===== src/rtl/r2mdc_commutator_if.sv =====
// r2mdc_commutator_if
// Handshake and data bundle of the R2MDC delay-commutator stage.
// master: the upstream producer (drives in_*, observes out_*).
// slave : the commutator itself.
interface r2mdc_commutator_if #(
  parameter int N = 16
);
  localparam int TW_W = $clog2(N / 2);

  logic              in_valid;
  logic              in_ready;
  logic              in_last;
  logic [15:0]       in0_re;
  logic [15:0]       in0_im;
  logic [15:0]       in1_re;
  logic [15:0]       in1_im;

  logic              out_valid;
  logic              out_last;
  logic [15:0]       out_a_re;
  logic [15:0]       out_a_im;
  logic [15:0]       out_b_re;
  logic [15:0]       out_b_im;
  logic [TW_W-1:0]   out_tw_idx;
  logic              err_frame;

  modport master (
    output in_valid, in_last, in0_re, in0_im, in1_re, in1_im,
    input  in_ready, out_valid, out_last, out_a_re, out_a_im,
           out_b_re, out_b_im, out_tw_idx, err_frame
  );

  modport slave (
    input  in_valid, in_last, in0_re, in0_im, in1_re, in1_im,
    output in_ready, out_valid, out_last, out_a_re, out_a_im,
           out_b_re, out_b_im, out_tw_idx, err_frame
  );
endinterface


===== src/rtl/r2mdc_commutator.sv =====
// r2mdc_commutator
// Delay-commutator stage feeding the radix-2 butterfly of an R2MDC FFT.
// The upper stream is delayed by DELAY pairs, the two streams are swapped
// every DELAY pairs, and the swapped lower stream is delayed again so each
// output pair holds the two samples one butterfly combines. After the last
// pair of a frame, DELAY zero pairs are injected internally (drain) so the
// frame always yields N/2 outputs.
// Optional macro: R2MDC_COMM_SCALE_EN -- halves every output component
// (arithmetic shift right by one) to give headroom in the butterfly.
module r2mdc_commutator #(
  parameter int N     = 16,
  parameter int DELAY = 4
) (
  input  logic                 clk,
  input  logic                 rst_n,
  r2mdc_commutator_if.slave    bus
);

  localparam int HALF     = N / 2;
  localparam int CNT_W    = $clog2(HALF + DELAY);
  localparam int TW_W     = $clog2(HALF);
  localparam int TW_SHIFT = $clog2(N / (2 * DELAY));
  localparam int SW_BIT   = $clog2(DELAY);

  localparam logic [CNT_W-1:0] FILL_END  = CNT_W'(DELAY - 1);
  localparam logic [CNT_W-1:0] LAST_N    = CNT_W'(HALF - 1);
  localparam logic [CNT_W-1:0] DRAIN_END = CNT_W'(HALF + DELAY - 1);
  localparam logic [CNT_W-1:0] MOD_MASK  = CNT_W'(DELAY - 1);

  typedef enum logic [1:0] {
    FILL  = 2'd0,
    RUN   = 2'd1,
    DRAIN = 2'd2
  } state_t;

  state_t           state;
  state_t           state_nxt;
  logic [CNT_W-1:0] n;
  logic [CNT_W-1:0] n_nxt;
  logic [CNT_W-1:0] n_mod;

  logic             accept;
  logic             step;
  logic             produce;
  logic             drain;
  logic             last_step;
  logic             err_set;
  logic             sw;

  logic [31:0]      samp0;
  logic [31:0]      samp1;
  logic [31:0]      u;
  logic [31:0]      top;
  logic [31:0]      bot;
  logic [TW_W-1:0]  tw_nxt;

  logic [31:0]      dl0 [DELAY];
  logic [31:0]      dla [DELAY];

  logic             out_valid_q;
  logic             out_last_q;
  logic [31:0]      out_a_q;
  logic [31:0]      out_b_q;
  logic [TW_W-1:0]  out_tw_q;
  logic             err_q;

  // Packed {re, im} pair scaling; the scaled variant floors toward -inf.
  function automatic logic [31:0] scale_pair(input logic [31:0] v);
`ifdef R2MDC_COMM_SCALE_EN
    return {v[31], v[31:17], v[15], v[15:1]};
`else
    return v;
`endif
  endfunction

  // The drain phase is the only time the block refuses input.
  assign bus.in_ready = (state != DRAIN);
  assign accept       = bus.in_valid && bus.in_ready;

  // Frame sequencing: FILL primes the delay lines, RUN emits one pair per
  // accept, DRAIN pushes zeros through to flush the last DELAY pairs.
  always_comb begin
    state_nxt = state;
    n_nxt     = n;
    step      = 1'b0;
    produce   = 1'b0;
    drain     = 1'b0;
    last_step = 1'b0;
    err_set   = accept && (bus.in_last != (n == LAST_N));
    case (state)
      FILL: begin
        if (accept) begin
          step  = 1'b1;
          n_nxt = n + CNT_W'(1);
          if (n == FILL_END) begin
            state_nxt = RUN;
          end
        end
      end
      RUN: begin
        if (accept) begin
          step    = 1'b1;
          produce = 1'b1;
          n_nxt   = n + CNT_W'(1);
          if (n == LAST_N) begin
            state_nxt = DRAIN;
          end
        end
      end
      DRAIN: begin
        step    = 1'b1;
        produce = 1'b1;
        drain   = 1'b1;
        if (n == DRAIN_END) begin
          last_step = 1'b1;
          n_nxt     = '0;
          state_nxt = FILL;
        end else begin
          n_nxt = n + CNT_W'(1);
        end
      end
      default: begin
        state_nxt = FILL;
        n_nxt     = '0;
      end
    endcase
  end

  // Swap network: sw flips every DELAY pairs; drain steps feed zeros. The
  // output pair count within a frame is n - DELAY, so its residue mod DELAY
  // equals n mod DELAY and the twiddle index comes straight from n.
  always_comb begin
    samp0  = drain ? 32'h0 : {bus.in0_re, bus.in0_im};
    samp1  = drain ? 32'h0 : {bus.in1_re, bus.in1_im};
    u      = dl0[DELAY-1];
    sw     = n[SW_BIT];
    top    = sw ? samp1 : u;
    bot    = sw ? u : samp1;
    n_mod  = n & MOD_MASK;
    tw_nxt = TW_W'(n_mod) << TW_SHIFT;
  end

  // Delay lines advance on every accept or drain step; their contents are
  // never observable before FILL has overwritten them, so they need no reset.
  always_ff @(posedge clk) begin
    if (step) begin
      dl0[0] <= samp0;
      dla[0] <= bot;
      for (int i = 1; i < DELAY; i++) begin
        dl0[i] <= dl0[i-1];
        dla[i] <= dla[i-1];
      end
    end
  end

  // Control state, registered outputs and the sticky framing error.
  always_ff @(posedge clk or negedge rst_n) begin
    if (!rst_n) begin
      state       <= FILL;
      n           <= '0;
      out_valid_q <= 1'b0;
      out_last_q  <= 1'b0;
      out_a_q     <= '0;
      out_b_q     <= '0;
      out_tw_q    <= '0;
      err_q       <= 1'b0;
    end else begin
      state       <= state_nxt;
      n           <= n_nxt;
      out_valid_q <= produce;
      out_last_q  <= last_step;
      if (produce) begin
        out_a_q  <= scale_pair(dla[DELAY-1]);
        out_b_q  <= scale_pair(top);
        out_tw_q <= tw_nxt;
      end
      if (err_set) begin
        err_q <= 1'b1;
      end
    end
  end

  assign bus.out_valid  = out_valid_q;
  assign bus.out_last   = out_last_q;
  assign bus.out_a_re   = out_a_q[31:16];
  assign bus.out_a_im   = out_a_q[15:0];
  assign bus.out_b_re   = out_b_q[31:16];
  assign bus.out_b_im   = out_b_q[15:0];
  assign bus.out_tw_idx = out_tw_q;
  assign bus.err_frame  = err_q;

endmodule


===== src/flat_wrapper.sv =====
// flat-port wrapper written by rule: the top's interface ports become plain ports
module r2mdc_commutator_flat 
#(
  parameter int N     = 16,
  parameter int DELAY = 4
)
  (clk, rst_n, bus_in_valid, bus_in_last, bus_in0_re, bus_in0_im, bus_in1_re, bus_in1_im, bus_in_ready, bus_out_valid, bus_out_last, bus_out_a_re, bus_out_a_im, bus_out_b_re, bus_out_b_im, bus_out_tw_idx, bus_err_frame);
  r2mdc_commutator_if #(.N(N)) bus_i ();
  input  logic clk;
  input  logic rst_n;
  input wire logic [$bits(bus_i.in_valid)-1:0] bus_in_valid;
  input wire logic [$bits(bus_i.in_last)-1:0] bus_in_last;
  input wire logic [$bits(bus_i.in0_re)-1:0] bus_in0_re;
  input wire logic [$bits(bus_i.in0_im)-1:0] bus_in0_im;
  input wire logic [$bits(bus_i.in1_re)-1:0] bus_in1_re;
  input wire logic [$bits(bus_i.in1_im)-1:0] bus_in1_im;
  output wire logic [$bits(bus_i.in_ready)-1:0] bus_in_ready;
  output wire logic [$bits(bus_i.out_valid)-1:0] bus_out_valid;
  output wire logic [$bits(bus_i.out_last)-1:0] bus_out_last;
  output wire logic [$bits(bus_i.out_a_re)-1:0] bus_out_a_re;
  output wire logic [$bits(bus_i.out_a_im)-1:0] bus_out_a_im;
  output wire logic [$bits(bus_i.out_b_re)-1:0] bus_out_b_re;
  output wire logic [$bits(bus_i.out_b_im)-1:0] bus_out_b_im;
  output wire logic [$bits(bus_i.out_tw_idx)-1:0] bus_out_tw_idx;
  output wire logic [$bits(bus_i.err_frame)-1:0] bus_err_frame;
  assign bus_i.in_valid = bus_in_valid;
  assign bus_i.in_last = bus_in_last;
  assign bus_i.in0_re = bus_in0_re;
  assign bus_i.in0_im = bus_in0_im;
  assign bus_i.in1_re = bus_in1_re;
  assign bus_i.in1_im = bus_in1_im;
  assign bus_in_ready = bus_i.in_ready;
  assign bus_out_valid = bus_i.out_valid;
  assign bus_out_last = bus_i.out_last;
  assign bus_out_a_re = bus_i.out_a_re;
  assign bus_out_a_im = bus_i.out_a_im;
  assign bus_out_b_re = bus_i.out_b_re;
  assign bus_out_b_im = bus_i.out_b_im;
  assign bus_out_tw_idx = bus_i.out_tw_idx;
  assign bus_err_frame = bus_i.err_frame;
  r2mdc_commutator #(.N(N), .DELAY(DELAY)) u_core (.clk(clk), .rst_n(rst_n), .bus(bus_i));
endmodule

===== config.mk =====
export PLATFORM = sky130hd
export DESIGN_NAME = r2mdc_commutator_flat
export DESIGN_NICKNAME = d
export VERILOG_FILES = /design/src/rtl/r2mdc_commutator_if.sv /design/src/rtl/r2mdc_commutator.sv /design/src/flat_wrapper.sv
export SDC_FILE = /design/constraint.sdc
export NUM_CORES = 1
export LEC_CHECK = 0
export CORE_ASPECT_RATIO = 0.9
export CORE_UTILIZATION = 50
export DETAILED_ROUTE_END_ITERATION = 12
export GPL_ROUTABILITY_DRIVEN = 1
export HOLD_SLACK_MARGIN = 0.03
export PLACE_DENSITY = 0.83
export SLEW_MARGIN = 30
export SYNTH_ARGS = -nofsm -noshare
export SYNTH_HDL_FRONTEND = slang
export SYNTH_SLANG_ARGS = --single-unit

===== constraint.sdc =====
create_clock -name clk -period 32.4 [get_ports clk]
set_clock_uncertainty 0.15 [all_clocks]
set_input_delay 4.86 -clock clk [delete_from_list [all_inputs] [get_ports clk]]
set_output_delay 4.86 -clock clk [all_outputs]
set_load 0.05 [all_outputs]

Word level (Yosys, flattened, before mapping). Memories as Yosys holds them, arrays and structs flattened. A register that Yosys moved wholly into a read port is not among the register bits. Cells that the tools add are included.

Register bits after elaboration: 43. Memories: 2. Output and inout port bits: 71. Input port bits: 68. Logic and storage cells: 50. Bits in writable memories: 256.

Eq/ne operators: 13. Add/subtract/negate cells: 1. Reductions and logical operators: 6. Mux-type cells: 21.

Memories: u_core.dl0 (depth 4, width 32, rd ports 4, clocked after Yosys merged registers in 0, wr ports 4, line r2mdc_commutator.sv:57) `logic [31:0] dl0 [DELAY];`; u_core.dla (depth 4, width 32, rd ports 4, clocked after Yosys merged registers in 1, wr ports 4, line r2mdc_commutator.sv:58) `logic [31:0] dla [DELAY];`.

Operators with widths (count): two-way mux 32 bit (4); inequality test 2 x 1 -> 1 bit (second input constant) (6); two-way mux 2 bit (5); two-way mux 4 bit (2); case mux 4 bit (2 select lines) (1); two-way mux 1 bit (6); case mux 2 bit (3 select lines) (1); AND reduction 5 bit (1); adder 4 x 1 -> 4 bit (second input constant) (1); == test 4 x 2 -> 1 bit (second input constant) (1); == test 4 x 3 -> 1 bit (second input constant) (1); == test 4 bit (second input constant) (1); case mux 1 bit (2 select lines) (2); == test 2 x 1 -> 1 bit (second input constant) (1); == test 2 bit (second input constant) (1); logical AND 1 bit (2); zero test 2 bit (1); inequality test 2 bit (second input constant) (1); OR reduction 2 bit (1); zero test 1 bit (1); inequality test 1 bit (1).

Logic depth before layout (Yosys ltp).
Depth after elaboration: 6. Gate-level depth with buffers: 8. Depth with buffers taken out: 6.

Worst setup path before layout. Ideal clock, no wire load.

Kind: input to register. Start point: input port bus_in_valid. End point: memory u_core.dl0[0][0], enable pin. Data required time: 31.292 ns. Setup time: 0.958 ns. Path buffers: 0. Stages: 2. Arrival: 17.192 ns. Setup slack: 14.100 ns. Path through: nor2_1 -> a21oi_1.

RTL lines: start: declaration (line flat_wrapper.sv:11) `input wire logic [$bits(bus_i.in_valid)-1:0] bus_in_valid;`; end: declaration (line r2mdc_commutator.sv:57).

Worst setup path in the final report.
Start point: register u_core.state[0]. End point: output port bus_in_ready.

Cells in the longest elaborated chain, start to end: 1.

RTL lines: start: declaration (line r2mdc_commutator.sv:36) `state_t state;`; start signal: assignment (line r2mdc_commutator.sv:168) `state <= state_nxt;`; inequality test 2 bit (line r2mdc_commutator.sv:77) `assign bus.in_ready = (state != DRAIN);`; end: declaration (line flat_wrapper.sv:17) `output wire logic [$bits(bus_i.in_ready)-1:0] bus_in_ready;`.

Every way passes these cells.

==> reports/qor.csv <==
metric,value,unit
fp.dieH,148,um
drv_cap,0,
powerDensity,91.4,nW/um2
endpoint_kind,primary output,
place_inst,1088,
layout_min_cycle_time,7.88,ns
path_max_fanout,38,
synth_area,11800,um2
leakagePower,5.48,nW
final_nets,893,
ir_drop,0.0535,mV
clock_latency,0.54,ns
ys_warn_count,0,
fin_crit_sh,24.3,%
antenna_found_initial,0,
whs_path_depth,0,
route.detailed.drc,0,
finalSetupTns,0,ns
max_slew_margin,59.1,%
cts_resized,0,
worstPathRequired,27.39,ns
holdBufCountCts,0,
routabilityCongestion,0.844,
cts_buffers,31,
async_flop_share,22.7,%
io_pins,139,
final_layout_size_suffix_gt1_share,7.23,%
rsz0062_at_grt,false,
avgSynthCellArea,17.7,um2
finalHoldViolations,0,
p_seq_share,45.8,%
crit_type,reg2out,
cts_tree,done,
maxSlewViolCount,0,
arrival,2.87,ns
post_drt_wl_per_cell,16.1,um
synth_seq_cells,331,
internal-power,0.905,mW
vias,5577,
ant_nets,0,
rows,53,
grt_max_degree,212,
port_buffers,137,
die_area,24300,um2
wl,18400,um
r2r_cells,8,
gr-total-overflow,0,
synth_seq_area_share,80.8,%
clock.fmax,127,MHz
syn-num-nets,742,
area_growth,23.1,%
grt_pass1_vias,5737,
drt_pass1_iterations,4,
htreeDepth,1,
syn-instance-count,669,
synth_edf_count,256,
core,23300,um2
clkPwrFrac,26.4,%
cts.sinks,331,
combPwrFrac,27.8,%
clockBufferDepth,3,
via_per_inst,4.87,
swShare,32.2,%
hpwlAfterDp,11500,um
nFillCells,1575,
cts_setup_buffers,0,
placed_area,13500,um2
hold_slack,0.263,ns
fin_area,14600,um2
initial_core_util,50.9,%
outcome,completed,
grt_pass1_wl,29100,um
antenna_cells,0,
synth_flop_cell,edfxtp_1,
post-place-ws,25.04,ns
drt_iter0_drc,402,
ys_types,35,
critPathLaunchType,flip-flop,
cts_root_buf,clkbuf_16,
power_switching,0.429,mW
hold_path_class,reg2reg,
worst_pin_slew,0.611,ns
fin_ws,24.52,ns
die_w,164,um
layout.cells.non_filler,1146,
setup_viol,0,
clkTransAtPathRegs,0.06,ns
gr-usage-all-layers,15.5,%
## critical path: stages, from the launching register on
cell and delay [ns]:
dfrtp_1 0.46, inv_1 0.10, ha_1 0.20, buf_4 0.25
inv_2 0.08, buf_4 0.35, clkdlybuf4s50_1 0.88
## final timing paths
check / start / endpoint / slack, ns
setup / recovery: u_core.state[0]$_DFFE_PN0P_ / bus_in_ready / 24.52
hold / removal: u_core.dla[2][17]$_DFFE_PP_ / u_core.dla[3][17]$_DFFE_PP_ / 0.26
setup reg to reg: u_core.state[0]$_DFFE_PN0P_ / u_core.out_a_q[8]$_DFFE_PN0P_ / 29.55
hold reg to reg: u_core.dla[2][17]$_DFFE_PP_ / u_core.dla[3][17]$_DFFE_PP_ / 0.26
max in group asynchronous: rst_n / u_core.n[2]$_DFFE_PN0P_ / 26.96
min in group asynchronous: rst_n / u_core.out_a_q[4]$_DFFE_PN0P_ / 4.10
## per-stage QoR
stage	power (mW)	util [%]
after floorplan	0.867	-
after CTS	1.35	62.5
after global placement	0.976	58.0
after global routing	1.39	62.7
final	1.33	62.7
after detailed placement	0.991	58.2
## logic make-up after synthesis
| kind of cell | Yosys count | share of synthesized area, % |
|---|---|---|
| buf+inv | 63 | 2.45 |
| fa+ha+maj | 5 | 0.528 |
| other cells | 1 | 0.0317 |
| compound gates | 48 | 2.21 |
| mux | 99 | 9.07 |
| simple gates | 121 | 4.88 |
| flops | 331 | 80.8 |
| xor+xnor | 1 | 0.0740 |
## cell usage after synthesis, types with 2 or more instances
cell type,n,area (um2)
inv_1,35,131
mux2i_1,32,320
clkbuf_1,9,33.8
edfxtp_1,256,7690
o21ai_0,35,175
buf_4,7,52.6
nand2_1,70,263
a21oi_1,5,25.0
inv_2,2,7.51
o21ai_1,3,15.0
or2_1,3,18.8
ha_1,5,62.6
dfrtp_1,75,1880
buf_2,7,35.0
and2b_1,3,22.5
mux2_1,67,754
buf_6,2,22.5
nor2b_1,30,188
nor2_1,7,26.3
## sequential cells by signal, summed over array words and instances, names as in the netlist
| name | cells |
|---|---|
| u_core.dl0 | 128 |
| u_core.dla | 128 |
| u_core.out_a_q | 32 |
| u_core.out_b_q | 32 |
| u_core.n | 4 |
| u_core.bus.out_tw_idx | 2 |
| u_core.state | 2 |
| u_core.bus.err_frame | 1 |
| u_core.bus.out_last | 1 |
| u_core.bus.out_valid | 1 |
## power by group through the flow
stage / clock network (mW) / logic [mW] / registers [mW]
floorplan: 0 / 0.102 / 0.765
global placement: 0 / 0.356 / 0.620
detailed placement: 0 / 0.371 / 0.620
CTS: 0.360 / 0.373 / 0.613
global route: 0.377 / 0.389 / 0.621
finish: 0.353 / 0.371 / 0.610
## layout by cell type (no fill, tap or decap), types with 2 or more instances in the layout
master / Yosys / final
inv_2: 2 / 2
or2_1: 3 / 3
a21oi_1: 5 / 4
clkdlybuf4s50_1: 0 / 136
bufinv_16: 0 / 3
clkinv_1: 0 / 2
clkinv_2: 0 / 6
ha_1: 5 / 5
clkbuf_1: 9 / 9
nor2_1: 7 / 7
mux2i_1: 32 / 32
o21ai_1: 3 / 3
buf_16: 0 / 2
clkbuf_16: 0 / 31
buf_4: 7 / 5
nor2b_1: 30 / 30
edfxtp_1: 256 / 256
nand2_1: 70 / 69
clkbuf_8: 0 / 4
o21ai_0: 35 / 35
dfrtp_1: 75 / 74
inv_1: 35 / 35
mux2_1: 67 / 67
and2b_1: 3 / 3
## metal layers
layer / wire, um / global-route usage [%]
met2: 9460 / 26.3
met4: 659 / 6.85
met5: 0 / 0
met1: 7590 / 19.7
met3: 726 / 2.33
## layout make-up
| cell class | count | area [um2] | share of cell area, % |
|---|---|---|---|
| timing repair buffer | 144 | 1470 | 10.1 |
| clock buffer | 44 | 865 | 5.93 |
| inverter | 37 | 139 | 0.952 |
| multi-input combinational | 275 | 2020 | 13.8 |
| sequential | 331 | 9570 | 65.6 |
| clock inverter | 13 | 144 | 0.987 |
| tap | 302 | 378 | 2.59 |
Note: power is estimated with default switching activity, not from simulation.
